$ cat src/rtl/m68k_bus_pkg.sv
// Shared types and constants for the 68000 bus-mastership arbiter.
package m68k_bus_pkg;

    typedef enum logic [2:0] {
        IDLE     = 3'd0,
        REQUEST  = 3'd1,
        WAIT_BUS = 3'd2,
        OWN      = 3'd3,
        RELEASE  = 3'd4,
        HOLDOFF  = 3'd5
    } state_t;

    localparam int SYNC_STAGES = 2;

    function automatic int max3(input int a, input int b, input int c);
        int m;
        m = (a > b) ? a : b;
        return (m > c) ? m : c;
    endfunction

endpackage

$ cat src/rtl/m68k_sync.sv
// Multi-bit flop-chain synchronizer for asynchronous 68k bus-monitor pins.
module m68k_sync
    import m68k_bus_pkg::*;
#(
    parameter int               WIDTH     = 4,
    parameter logic [WIDTH-1:0] RESET_VAL = '1
) (
    input  logic             clk_i,
    input  logic             rst_i,
    input  logic [WIDTH-1:0] d_i,
    output logic [WIDTH-1:0] q_o
);

    logic [WIDTH-1:0] stage_q [SYNC_STAGES];

    // Pins idle high, so reset the chain to the inactive level.
    always_ff @(posedge clk_i) begin
        if (rst_i) begin
            for (int i = 0; i < SYNC_STAGES; i++) begin
                stage_q[i] <= RESET_VAL;
            end
        end else begin
            stage_q[0] <= d_i;
            for (int i = 1; i < SYNC_STAGES; i++) begin
                stage_q[i] <= stage_q[i-1];
            end
        end
    end

    assign q_o = stage_q[SYNC_STAGES-1];

endmodule

$ cat src/rtl/m68k_bus_arbiter.sv
// BR/BG/BGACK bus-mastership controller letting one internal master take the 68000 bus.
// Handshake: REQ is a level held for the whole tenure; GNT high means the master may drive the bus.
module m68k_bus_arbiter
    import m68k_bus_pkg::*;
#(
    parameter int TIMEOUT_CYCLES = 255,
    parameter int MAX_TENURE     = 64,
    parameter int HOLDOFF_CYCLES = 2
) (
    input  logic   CLK,
    input  logic   RESET,
    input  logic   BG,
    input  logic   BGACK,
    input  logic   AS,
    input  logic   DTACK,
    input  logic   REQ,
    input  logic   DONE,
    output logic   BR_OE,
    output logic   BGACK_OE,
    output logic   GNT,
    output logic   REL_REQ,
    output logic   TIMEOUT,
    output state_t state_dbg_o
);

    // One counter serves timeout, tenure and holdoff; it clears on every state change.
    localparam int CNT_LIMIT = max3(TIMEOUT_CYCLES, MAX_TENURE, HOLDOFF_CYCLES);
    localparam int CNT_W     = $clog2(CNT_LIMIT + 1);

    localparam logic [CNT_W-1:0] CNT_MAX = '1;
    localparam logic [CNT_W-1:0] TO_LIM  = CNT_W'(TIMEOUT_CYCLES);
    localparam logic [CNT_W-1:0] HO_LIM  = CNT_W'(HOLDOFF_CYCLES);
    localparam logic [CNT_W:0]   TEN_LIM = (CNT_W+1)'(MAX_TENURE);

    logic [3:0] pins_s;
    logic       bg_s, bgack_s, as_s, dtack_s;

    state_t           state_q, state_d;
    logic [CNT_W-1:0] cnt_q, cnt_d, cnt_inc;
    logic [CNT_W:0]   tenure_idx;
    logic             br_oe_q, br_oe_d;
    logic             gnt_q, gnt_d;
    logic             rel_q, rel_d;
    logic             timeout_q, timeout_d;

    m68k_sync #(
        .WIDTH     (4),
        .RESET_VAL (4'b1111)
    ) u_sync (
        .clk_i (CLK),
        .rst_i (RESET),
        .d_i   ({BG, BGACK, AS, DTACK}),
        .q_o   (pins_s)
    );

    assign {bg_s, bgack_s, as_s, dtack_s} = pins_s;

    always_ff @(posedge CLK) begin
        if (RESET) begin
            state_q   <= IDLE;
            cnt_q     <= '0;
            br_oe_q   <= 1'b0;
            gnt_q     <= 1'b0;
            rel_q     <= 1'b0;
            timeout_q <= 1'b0;
        end else begin
            state_q   <= state_d;
            cnt_q     <= cnt_d;
            br_oe_q   <= br_oe_d;
            gnt_q     <= gnt_d;
            rel_q     <= rel_d;
            timeout_q <= timeout_d;
        end
    end

    always_comb begin
        state_d = state_q;
        cnt_inc = (cnt_q == CNT_MAX) ? cnt_q : cnt_q + CNT_W'(1);

        unique case (state_q)
            IDLE: begin
                if (REQ) state_d = REQUEST;
            end
            REQUEST: begin
                if (!bg_s)                 state_d = WAIT_BUS;
                else if (cnt_inc >= TO_LIM) state_d = HOLDOFF;
                else if (!REQ)             state_d = IDLE;
            end
            WAIT_BUS: begin
                if (!REQ)                              state_d = HOLDOFF;
                else if (as_s && dtack_s && bgack_s)   state_d = OWN;
            end
            OWN: begin
                if (DONE || !REQ) state_d = RELEASE;
            end
            RELEASE: begin
                state_d = HOLDOFF;
            end
            HOLDOFF: begin
                if (cnt_inc >= HO_LIM) state_d = IDLE;
            end
            default: begin
                state_d = IDLE;
            end
        endcase

        cnt_d = (state_d != state_q) ? '0 : cnt_inc;

        // BR follows the previous state, so it overlaps BGACK by exactly one cycle.
        br_oe_d = (state_q == REQUEST) || (state_q == WAIT_BUS);

        // GNT/BGACK rise on OWN entry and stay up through the RELEASE cycle.
        gnt_d = (state_q == OWN) || (state_d == OWN);

        // Index of the upcoming OWN cycle (1-based) decides when REL_REQ shows.
        tenure_idx = (state_q == OWN) ? ({1'b0, cnt_q} + (CNT_W+1)'(2)) : (CNT_W+1)'(1);
        rel_d      = (state_d == OWN) && (tenure_idx >= TEN_LIM);

        timeout_d = (state_q == REQUEST) && (state_d == HOLDOFF);
    end

    assign BR_OE       = br_oe_q;
    assign BGACK_OE    = gnt_q;
    assign GNT         = gnt_q;
    assign REL_REQ     = rel_q;
    assign TIMEOUT     = timeout_q;
    assign state_dbg_o = state_q;

endmodule

$ cat config.mk
export PLATFORM = sky130hd
export DESIGN_NAME = m68k_bus_arbiter
export DESIGN_NICKNAME = d
export VERILOG_FILES = /design/src/rtl/m68k_bus_pkg.sv /design/src/rtl/m68k_sync.sv /design/src/rtl/m68k_bus_arbiter.sv
export SDC_FILE = /design/constraint.sdc
export NUM_CORES = 1
export LEC_CHECK = 0
export CAP_MARGIN = 0
export CORE_ASPECT_RATIO = 1.4
export CORE_MARGIN = 1.5
export CORE_UTILIZATION = 57
export CTS_CLUSTER_DIAMETER = 50
export DETAILED_ROUTE_END_ITERATION = 6
export PLACE_DENSITY = 0.82
export SKIP_LAST_GASP = 1
export SLEW_MARGIN = 20
export SYNTH_ARGS = -nofsm -noshare
export SYNTH_HDL_FRONTEND = slang
export SYNTH_SLANG_ARGS = --single-unit
$ cat constraint.sdc
create_clock -name CLK -period 4.9 [get_ports CLK]
set_clock_uncertainty 0.2 [all_clocks]
set_input_delay 0.98 -clock CLK [delete_from_list [all_inputs] [get_ports CLK]]
set_output_delay 0.98 -clock CLK [all_outputs]
set_load 0.02 [all_outputs]
==> Implementation_results.wiki, run 1 <==
{| class="wikitable"
! Metric !! Value
|-
| Ys flop type || dfxtp_1
|-
| Storage cell area || 460 sq um
|-
| Horizontal die dimension || between 40 and 50 um
|-
| # resized after CTS || 0
|-
| Slowest CP cell || clkdlybuf4s50_1
|-
| Syn nets || between 100 and 150
|-
| Synth Instances || around 130
|-
| Mean Syn Cell Area || 9.21 sq um
|-
| Hold violation total from the final report || 0
|-
| Compound-gate portion of the synthesized area || 0.165
|-
| Final critical delay including setup and external delays || 2.77 ns
|-
| IO buf count || 15
|-
| Worst vdd ir || 0.000164 V
|-
| Die Height || 57.9 um
|-
| Setup Fix Bufs, Post-CTS || 0
|-
| Simple-Gate Fraction of Synth Area || 0.327
|-
| Count of buffering cells on the critical path with inverters included || 1
|-
| Min Hold Slack || around 0.23 ns
|-
| Fraction of synthesized cell area in xor and xnor cells || 0.0429
|-
| Effective utilization at floorplan || 0.613
|-
| Total of flip-flops plus latches after synthesis || 23
|-
| Routed wire length || between 2000 and 3000 um
|-
| Via-per-instance ratio || roughly 6
|-
| Nature of the critical path endpoint || primary output
|-
| Arrival time at the worst endpoint || 1.59 ns
|-
| CTS root buffer || clkbuf_4
|-
| Maximum Capacitance Violations || 0
|-
| Clock net sink count || 23
|-
| Aggregate global routing overflow || 0
|-
| Power Density || roughly 240 nW/um^2
|-
| Most frequent cell after synthesis || dfxtp_1
|-
| Antenna violations before repair || 0
|-
| FMAX || 361 MHz
|-
| Num ports || 16
|-
| Final antenna-violating net count || 0
|-
| DP Wirelength || 1940 um
|-
| Last weighted congestion value of the routability-driven placer || 0.905
|-
| Overall power consumption || about 0.32 mW
|-
| # diodes || 0
|-
| Sequential-to-total area share from yosys stat || 0.376
|-
| Clock latency at the later pin of the worst-skew pair || 0.31 ns
|-
| # nets final || roughly 160
|-
| Kind of start point of the critical path || flip-flop
|-
| Hold Buf Count CTS || 0
|-
| Area growth from synthesis to layout || 11.8%
|-
| Library cell occupying the most area in the post-synthesis netlist || dfxtp_1
|-
| Post-Layout Inst Area || around 1400 sq um
|-
| Share of cell area taken by muxes after synthesis || 0.00817
|-
| Number of enable-type register cells in the synthesized netlist || 0
|-
| Routed wire per std cell || between 15 and 20 um
|-
| Initial DRT Pass Iterations || 4
|-
| Number of buffers added by the clock tree synthesis step || 3
|-
| Critical path's top delay family || buffers and inverters
|-
| Standard-cell row count || 19
|-
| Area share of the largest cell type after synthesis || 0.376
|-
| Worst min-delay path class || flip-flop to flip-flop
|-
| Clock-pin slew on the worst setup and hold paths || 0.13 ns
|-
| Cell area after placement || 1340 sq um
|-
| Placed Cells incl. Taps || between 150 and 200
|-
| Worst-case clock buffer depth || 2
|-
| Worst-path cell chain || clkdlybuf4s50_1
|-
| Area used by multi-input combinational logic || a little under 700 sq um
|-
| First-pass GRT wire length || ~4200 um
|-
| Fill cell instance count of the final layout || 176
|-
| Largest fanout on the critical path || 13
|-
| Via count || approximately 1000
|-
| Total number of yosys warnings || 0
|-
| Final-layout setup total negative slack || 0 ns
|-
| Main combinational cell family by area after synthesis || simple AND/OR/NAND/NOR gates
|-
| H-tree Lvls || 1
|-
| Result of the run || completed
|-
| Most used standard cells in the synthesized netlist || 23 x dfxtp_1, 12 x nor3_1, 10 x nor2_1, 8 x or2_2
|-
| Number of distinct library cells after synthesis || 48
|-
| Core outline area || 2000 sq um
|-
| Post-synthesis share of cell area spent on full adders, half adders and majority gates || 0.0204
|-
| Pin count of the biggest net entering global routing || 15
|-
| Number of design-rule violations left by the first detailed-router iteration || 23
|-
| Transition time of the tightest slew-check pin || between 0.5 and 0.6 ns
|-
| Largest stage delay on the critical path || around 0.69 ns
|-
| Post-route non-filler standard cell count || between 150 and 200
|-
| Post-Synthesis Cell Area || roughly 1200 sq um
|-
| Static power due to leakage || between 0.4 and 0.5 nW
|-
| Via count of the first global-routing pass || just under 1000
|-
| Ranking of synthesized cells by area || dfxtp_1 38%, nor3_1 4.9%, xnor2_1 4.3%
|-
| Max Slew Vio Count || 0
|-
| Overall die area || approximately 2400 sq um
|-
| Fraction of final layout cells sized beyond drive strength 1 || 0.178
|-
| Final-report setup violation count || 0
|-
| Relative slew margins || 0.618
|-
| GRT Overall Usage || 0.226
|-
| Classification of the worst setup path || flip-flop to primary output
|-
| DRC viols || 0
|-
| Portion of the clock cycle consumed by the worst path in the final layout || 0.566
|-
| Clock tree from TritonCTS || done
|-
| Setup repair after global routing missed its margin || false
|-
| WP data required || around 3.7 ns
|-
| Share of flip-flops with an asynchronous set or reset || 0
|}
## layout make-up
| type | count | share of cell area |
|---|---|---|
| Tap cell | 21 | 0.0192 |
| Clock inverter | 1 | 0.00365 |
| Multi-Input combinational cell | 100 | 0.504 |
| Sequential cell | 23 | 0.336 |
| Clock buffer | 3 | 0.0164 |
| Timing Repair Buffer | 15 | 0.110 |
| Inverter | 4 | 0.0110 |
## metrics by stage
stage | util | worst slack (ns)
2_1_floorplan | - | 2.57
3_3_place_gp | 0.672 | 2.05
3_5_place_dp | 0.672 | 1.97
4_1_cts | 0.686 | 2.12
5_1_grt | 0.686 | 1.97
6_report | 0.686 | 2.13
## final timing paths
kind                             start                   end  slack [ns]  depth (start not counted)
setup / recovery        state_dbg_o[2]        state_dbg_o[2]        2.13                          1
hold / removal    u_sync.stage_q[0][3]  u_sync.stage_q[0][7]        0.23                          1
setup reg to reg              cnt_q[0]              cnt_q[5]        2.20                          7
hold reg to reg   u_sync.stage_q[0][3]  u_sync.stage_q[0][7]        0.23                          1
## per-layer routing
layer,vias up,track usage,share of wire
met5,-,0,0
li1,506,-,-
met3,4,0.0312,0.026
met4,0,0.0893,0.013
met2,16,0.407,0.53
met1,488,0.269,0.43
## power by group
| group | total, mW | switching, mW | leakage, nW | internal (mW) |
|---|---|---|---|---|
| clock | 0.0862 | 0.0558 | 0.0177 | 0.0304 |
| sequential | 0.198 | 0.00582 | 0.188 | 0.193 |
| combinational | 0.0379 | 0.0191 | 0.260 | 0.0188 |
## state kept, by name (all words and copies together), names as in the netlist
register,count
BR_OE,1
u_sync.stage_q,8
TIMEOUT,1
state_dbg_o,3
cnt_q,8
REL_REQ,1
BGACK_OE,1
## worst register-to-register path, stage by stage (launching register included)
cell and delay, ns:
dfxtp_1 0.48, ha_1 0.27, nand3_1 0.13, nor2_2 0.34
o21ai_2 0.12, o41a_1 0.42, o311ai_4 0.49, nor3_1 0.12
## layout by cell type (no fill, tap or decap), drive strengths merged, types with 2 or more instances in the layout
cell / n
nand2b: 4
and2: 2
nor3b: 3
dfxtp: 23
or2: 8
ha: 2
a21oi: 2
nand3: 4
and3: 4
nor2: 12
o22ai: 2
nand2: 6
clkdlybuf4s50: 15
xnor2: 6
inv: 4
nand3b: 2
nand4: 3
o21ai: 4
a211oi: 3
nor4: 3
o41a: 2
clkbuf: 3
nor3: 13
## logic make-up after synthesis
kind of cell	after synthesis
mux	1
simple gates	67
compound gates	24
buf+inv	10
xor+xnor	6
flops	23
fa+ha+maj	2
Note: power is estimated with default switching activity, not from simulation.
==> run 2, diff against run 1 <==
--- a/config.mk
+++ b/config.mk
@@ -8,10 +8,10 @@
 export CAP_MARGIN = 0
 export CORE_ASPECT_RATIO = 1.4
 export CORE_MARGIN = 1.5
-export CORE_UTILIZATION = 57
+export CORE_UTILIZATION = 48
 export CTS_CLUSTER_DIAMETER = 50
 export DETAILED_ROUTE_END_ITERATION = 6
-export PLACE_DENSITY = 0.82
+export PLACE_DENSITY = 0.74
 export SKIP_LAST_GASP = 1
 export SLEW_MARGIN = 20
 export SYNTH_ARGS = -nofsm -noshare
==> constraint.sdc (replaced) <==
create_clock -name CLK -period 2.5 [get_ports CLK]
set_clock_uncertainty 0.2 [all_clocks]
set_input_delay 0.5 -clock CLK [delete_from_list [all_inputs] [get_ports CLK]]
set_output_delay 0.5 -clock CLK [all_outputs]
set_load 0.02 [all_outputs]
==> run 2 against run 1 <==
Effect of this change:
- power up 100%
- final cell count up 14%
- critical path depth up 7
- core utilization down 6.0 points
- clock power up 110%
- worst setup slack worse by 2.1 ns
- via count up 2.2%
- global-route usage down 2.8 points
- cell area up 10%
- first-iteration DRC count down 43%
==> Implementation_results.wiki, run 2 (synthesis results as in run 1) <==
{| class="wikitable"
! Metric !! Value
|-
| Transition time of the tightest slew-check pin || 0.465 ns (-0.105 ns)
|-
| CTS root buffer || clkbuf_4
|-
| Via count || 1036 (+2.2%)
|-
| Area used by multi-input combinational logic || 718 sq um (+4.0%)
|-
| Final-report setup violation count || 0 (unchanged)
|-
| Worst-case clock buffer depth || 2 (unchanged)
|-
| Arrival time at the worst endpoint || 2.43 ns (+0.84 ns)
|-
| Result of the run || completed
|-
| Die Height || 62.8 um (+8.5%)
|-
| Clock latency at the later pin of the worst-skew pair || 0.31 ns (about the same)
|-
| Fill cell instance count of the final layout || 218 (+24%)
|-
| Cell count of the worst hold path || 1 (unchanged)
|-
| Final WS setup || 0.0775 ns (-2.05 ns)
|-
| Via-per-instance ratio || 5.42 (-11%)
|-
| Post-Layout Inst Area || 1510 sq um (+10%)
|-
| Initial DRT Pass Iterations || 4 (unchanged)
|-
| Count of buffering cells on the critical path with inverters included || 1 (unchanged)
|-
| Clock-pin slew on the worst setup and hold paths || 0.13 ns (about the same)
|-
| DRC viols || 0 (unchanged)
|-
| FF-to-FF path depth || 8 (+1)
|-
| H-tree Lvls || 1 (unchanged)
|-
| Routed wire length || 2670 um (+6.1%)
|-
| Final antenna-violating net count || 0 (unchanged)
|-
| Core outline area || 2420 sq um (+21%)
|-
| Number of buffers added by the clock tree synthesis step || 3 (unchanged)
|-
| Max Slew Vio Count || 0 (unchanged)
|-
| Clock net sink count || 23 (unchanged)
|-
| Standard-cell row count || 21 (+2)
|-
| Antenna violations before repair || 0 (unchanged)
|-
| FMAX || 413 MHz
|-
| Number of design-rule violations left by the first detailed-router iteration || 13 (-43%)
|-
| Overall power consumption || 0.659 mW (+100%)
|-
| Classification of the worst setup path || flip-flop to flip-flop
|-
| Min-delay src || u_sync.stage_q[0][3]
|-
| Kind of start point of the critical path || flip-flop
|-
| Largest stage delay on the critical path || 0.44 ns (-0.25 ns)
|-
| Pin count of the biggest net entering global routing || 15 (unchanged)
|-
| Storage cell area || 462 sq um (+0.27%)
|-
| Overall die area || 2870 sq um (+18%)
|-
| Last weighted congestion value of the routability-driven placer || 0.868 (-4.1%)
|-
| Final critical delay including setup and external delays || ~2.4 ns
|-
| Util after Layout || 0.626 (-0.0603)
|-
| Area growth from synthesis to layout || 23.5%
|-
| R2R Setup Slk || 0.08 ns (-2.12 ns)
|-
| First-pass GRT wire length || 4250 um (+0.50%)
|-
| Most frequent cells in the layout || 22 x dfxtp_1, 15 x clkdlybuf4s50_1, 12 x nor3_1, 10 x nor2_1, 10 x buf_4
|-
| # nets final || 168 (+7.0%)
|-
| Endpoint of the worst-slack reg-to-reg timing path || cnt_q[6]
|-
| Portion of the clock cycle consumed by the worst path in the final layout || 0.969
|-
| DP Wirelength || 2020 um (+4.1%)
|-
| Static power due to leakage || 0.538 nW (+16%)
|-
| Hold Path End || u_sync.stage_q[0][7]
|-
| Critical path's top delay family || compound AO/OA/AOI/OAI gates
|-
| Leading cell type in the layout, fill and taps excluded || dfxtp_1
|-
| Via count of the first global-routing pass || 959 (-0.42%)
|-
| Maximum Capacitance Violations || 0 (unchanged)
|-
| # diodes || 0 (unchanged)
|-
| Aggregate global routing overflow || 0 (unchanged)
|-
| GRT Overall Usage || 0.198 (-0.0281)
|-
| Worst vdd ir || 0.000275 V (+68%)
|-
| Hold violation total from the final report || 0 (unchanged)
|-
| Routed wire per std cell || 14.0 um (-7.2%)
|-
| Fraction of final layout cells sized beyond drive strength 1 || 0.261 (+0.0831)
|-
| Slowest CP cell || o41a_1
|-
| Reg-to-reg critical path startpoint || cnt_q[1]
|-
| Setup WS pre-CTS || 0.0809 ns (-1.89 ns)
|-
| Effective utilization at floorplan || 0.507 (-0.107)
|-
| Largest fanout on the critical path || 8 (-5)
|-
| Worst min-delay path class || flip-flop to flip-flop
|-
| Nature of the critical path endpoint || flip-flop
|-
| Horizontal die dimension || 45.7 um (+8.3%)
|-
| Cell area after placement || 1450 sq um (+7.7%)
|-
| WP data required || 2.51 ns (-1.21 ns)
|-
| IO buf count || 15 (unchanged)
|-
| Num ports || 16 (unchanged)
|-
| Worst-path cell chain || ha_1 -> and3_4 -> xnor2_1 -> and2_4 -> o41a_1 -> o311ai_4 -> buf_12 -> nor4_1
|-
| Relative slew margins || 0.689 (+0.0711)
|-
| Clock tree from TritonCTS || done
|-
| Power Density || 436 nW/um^2 (+85%)
|}
run 2: area by class of cell:
class                      instances  area share
tap                               34      0.0281
inverter                           4     0.00993
clock buffer                       3      0.0149
timing repair buffer              26       0.162
sequential                        23       0.305
clock inverter                     1     0.00496
multi-input combinational        100       0.475
run 2: per-stage QoR:
stage	TNS [ns]	cells	hold slack (ns)
finish	0	191	0.228
global route	-0.00454	191	0.258
CTS	0	190	0.233
detailed placement	0	186	0.200
global placement	0	186	0.191
floorplan	0	133	0.189
run 2: repair_timing:
| item | in CTS | in global routing |
|---|---|---|
| buffers inserted | 0 | 1 |
| hold buffers | 0 | 0 |
| setup endpoints to repair | 0 | 10 |
| resized for setup | 0 | 5 |
run 2: how the worst max path moves through the flow:
stage / startpoint / cells after the start / slack (ns) / endpoint
final: cnt_q[1] / 8 / 0.08 / cnt_q[6]
after global routing: cnt_q[0] / 8 / -0.005 / cnt_q[4]
after CTS: cnt_q[1] / 8 / 0.06 / cnt_q[4]
after detailed placement: cnt_q[1] / 8 / 0.08 / cnt_q[6]
after global placement: cnt_q[1] / 8 / 0.12 / cnt_q[6]
after floorplan: cnt_q[0] / 7 / 0.17 / cnt_q[0]
run 2: report_power, final:
part | internal [mW] | switching (mW)
clock | 0.0610 | 0.117
combinational | 0.0500 | 0.0474
sequential | 0.378 | 0.00554
total | 0.489 | 0.170
run 2: metal layers:
metal / global-route usage / wire (um)
met5: 0 / 0
met4: 0.0929 / 53
met3: 0.0347 / 61
met2: 0.338 / 1430
met1: 0.226 / 1130
==> run 3, diff against run 2 <==
--- a/config.mk
+++ b/config.mk
@@ -11,6 +11,7 @@
 export CORE_UTILIZATION = 48
 export CTS_CLUSTER_DIAMETER = 50
 export DETAILED_ROUTE_END_ITERATION = 6
+export GPL_TIMING_DRIVEN = 0
 export PLACE_DENSITY = 0.74
 export SKIP_LAST_GASP = 1
 export SLEW_MARGIN = 20
==> run 3 against run 2 <==
Effect of this change:
- sequential power about the same
- hold slack lost 0.0044 ns
- via count increased by 4.5%
- combinational power grew 6%
- critical endpoint is now cnt_q[4]
- cell area is 7.3% higher
- flip-flop and latch count unchanged
==> Implementation_results.wiki, run 3 (synthesis results as in run 1) <==
{| class="wikitable"
! Metric !! Value
|-
| Transition time of the tightest slew-check pin || 0.458 ns (-0.00720 ns)
|-
| Max Slew Vio Count || 0 (unchanged)
|-
| Worst min-delay path class || flip-flop to flip-flop
|-
| Classification of the worst setup path || flip-flop to flip-flop
|-
| Final antenna-violating net count || 0 (unchanged)
|-
| Kind of start point of the critical path || flip-flop
|-
| Largest fanout on the critical path || 7 (-1)
|-
| Relative slew margins || 0.694 (+0.00481)
|-
| Die Height || 62.8 um (unchanged)
|-
| Effective utilization at floorplan || 0.507 (unchanged)
|-
| Static power due to leakage || 0.561 nW (+4.2%)
|-
| Initial DRT Pass Iterations || 4 (unchanged)
|-
| Final critical delay including setup and external delays || 2.43 ns (+0.00722 ns)
|-
| DRC viols || 0 (unchanged)
|-
| Setup repair after global routing missed its margin || true
|-
| GRT Overall Usage || 0.203 (+0.00435)
|-
| Slowest CP cell || o41a_1
|-
| Hold violation total from the final report || 0 (unchanged)
|-
| Post-Layout Inst Area || 1620 sq um (+7.3%)
|-
| First-pass GRT wire length || 4490 um (+5.5%)
|-
| Last weighted congestion value of the routability-driven placer || 0.889 (+2.3%)
|-
| Worst-path cell chain || ha_4 -> and3_4 -> xnor2_2 -> and2_4 -> o41a_1 -> o311ai_4 -> buf_6 -> a211oi_1
|-
| Internal Dissipation || 0.494 mW (+1.0%)
|-
| Horizontal die dimension || 45.7 um (unchanged)
|-
| Clock share of power || 0.270 (about the same)
|-
| Count of buffering cells on the critical path with inverters included || 1 (unchanged)
|-
| Via count || 1083 (+4.5%)
|-
| Most frequent cells in the layout || 20 x dfxtp_1, 15 x clkdlybuf4s50_1, 11 x nor3_1, 10 x nor2_1, 9 x buf_4
|-
| Clock-pin slew on the worst setup and hold paths || 0.15 ns (+0.02 ns)
|-
| Result of the run || completed
|-
| Critical path's top delay family || compound AO/OA/AOI/OAI gates
|-
| Clock net sink count || 23 (unchanged)
|-
| Fraction of final layout cells sized beyond drive strength 1 || 0.327 (+0.0660)
|-
| # diodes || 0 (unchanged)
|-
| Combinational group share of total power || 0.154 (+0.006)
|-
| H-tree Lvls || 1 (unchanged)
|-
| Pin count of the biggest net entering global routing || 15 (unchanged)
|-
| Aggregate global routing overflow || 0 (unchanged)
|-
| Overall die area || 2870 sq um (unchanged)
|-
| Antenna violations before repair || 0 (unchanged)
|-
| Hold Buf Count CTS || 0 (unchanged)
|-
| Worst vdd ir || 0.000230 V (-16%)
|-
| Final-layout setup total negative slack || 0 ns (unchanged)
|-
| FMAX || 412 MHz (-0.30%)
|-
| Routed wire length || 2820 um (+5.3%)
|-
| Cell area after placement || 1420 sq um (-2.0%)
|-
| Reported net switching power || 0.175 mW (+3.0%)
|-
| Core outline area || 2420 sq um (unchanged)
|-
| IO buf count || 15 (unchanged)
|-
| Final-report setup violation count || 0 (unchanged)
|-
| Worst-case clock buffer depth || 2 (unchanged)
|-
| WP data required || 2.50 ns (about the same)
|-
| Arrival time at the worst endpoint || 2.43 ns (about the same)
|-
| # nets final || 173 (+3.0%)
|-
| Leading cell type in the layout, fill and taps excluded || dfxtp_1
|-
| Largest stage delay on the critical path || 0.43 ns (about the same)
|-
| Number of design-rule violations left by the first detailed-router iteration || 28 (+15)
|-
| DP Wirelength || 1940 um (-3.7%)
|-
| Power Density || 412 nW/um^2 (-5.3%)
|-
| Fraction of power consumed by sequential logic || 0.576 (-0.006)
|-
| Routed wire per std cell || 14.4 um (+2.6%)
|-
| Num ports || 16 (unchanged)
|-
| Standard-cell row count || 21 (unchanged)
|-
| Via count of the first global-routing pass || 1065 (+11%)
|-
| Clock tree from TritonCTS || done
|-
| Clock latency at the later pin of the worst-skew pair || 0.32 ns (about the same)
|-
| Maximum Capacitance Violations || 0 (unchanged)
|-
| Portion of the clock cycle consumed by the worst path in the final layout || 0.972 (+0.00289)
|-
| Via-per-instance ratio || 5.53 (+1.9%)
|-
| Nature of the critical path endpoint || flip-flop
|-
| Area growth from synthesis to layout || 32.5%
|-
| Sw Ratio || 0.262 (+0.00372)
|-
| Number of buffers added by the clock tree synthesis step || 3 (unchanged)
|-
| CTS root buffer || clkbuf_4
|}
run 3: cell count changes in the layout (fill, tap and decap cells not counted), moves of 2 or more:
cell / change
nor2_4: +2
ha_1: -2
buf_6: +5
nor2_2: -2
dfxtp_1: -2
dfxtp_4: +2
run 3: worst register-to-register path, delay by kind of cell (launching register included):
kind            cells  cell delay [ns]
compound gates      3             0.82
flops               1             0.40
simple gates        2             0.39
fa+ha+maj           1             0.17
xor+xnor            1             0.17
buf+inv             1             0.16
run 3: routing by layer:
layer | vias to the layer above | global-route usage | part of all wire
li1 | 546 | - | -
met1 | 504 | 0.237 | 0.42
met2 | 27 | 0.357 | 0.54
met3 | 6 | 0.0289 | 0.030
met4 | 0 | 0.0679 | 0.013
met5 | - | 0 | 0
run 3: timing repair:
item	4_1_cts	5_1_grt
buffers inserted	2	8
resized for setup	7	14
endpoints found under the setup margin	9	11
pin swaps	1	7
run 3: final timing paths:
check | startpoint | slack [ns] | to | cells past startpoint
max | cnt_q[0] | 0.07 | cnt_q[4] | 8
min | u_sync.stage_q[0][3] | 0.22 | u_sync.stage_q[0][7] | 1
max reg2reg | cnt_q[0] | 0.07 | cnt_q[4] | 8
min reg2reg | u_sync.stage_q[0][3] | 0.22 | u_sync.stage_q[0][7] | 1
run 3: power groups by stage:
stage / sequential (mW) / clock, mW / combinational (mW)
after global placement: 0.394 / 0 / 0.0800
after CTS: 0.386 / 0.184 / 0.0887
after detailed placement: 0.394 / 0 / 0.0820
after floorplan: 0.395 / 0 / 0.0499
after global routing: 0.387 / 0.201 / 0.113
final: 0.386 / 0.181 / 0.103
run 3: area by class of cell:
cell class	count	area [sq um]
fill	224	795
multi-input combinational	100	774
sequential	23	469
timing repair buffer	25	233
buffer	6	58.8
tap	34	42.5
clock buffer	3	22.5
inverter	4	15.0
clock inverter	1	7.51
run 3: metrics by stage:
| step | hold slack [ns] | std cells | utilization | setup WS [ns] | power [mW] |
|---|---|---|---|---|---|
| final | 0.223 | 196 | 0.671 | 0.0703 | 0.669 |
| after global routing | 0.241 | 196 | 0.671 | -0.0139 | 0.702 |
| after CTS | 0.226 | 188 | 0.620 | 0.0138 | 0.659 |
| after detailed placement | 0.194 | 182 | 0.586 | -0.231 | 0.476 |
| after global placement | 0.192 | 182 | 0.586 | -0.182 | 0.474 |
| after floorplan | 0.189 | 133 | - | 0.166 | 0.445 |
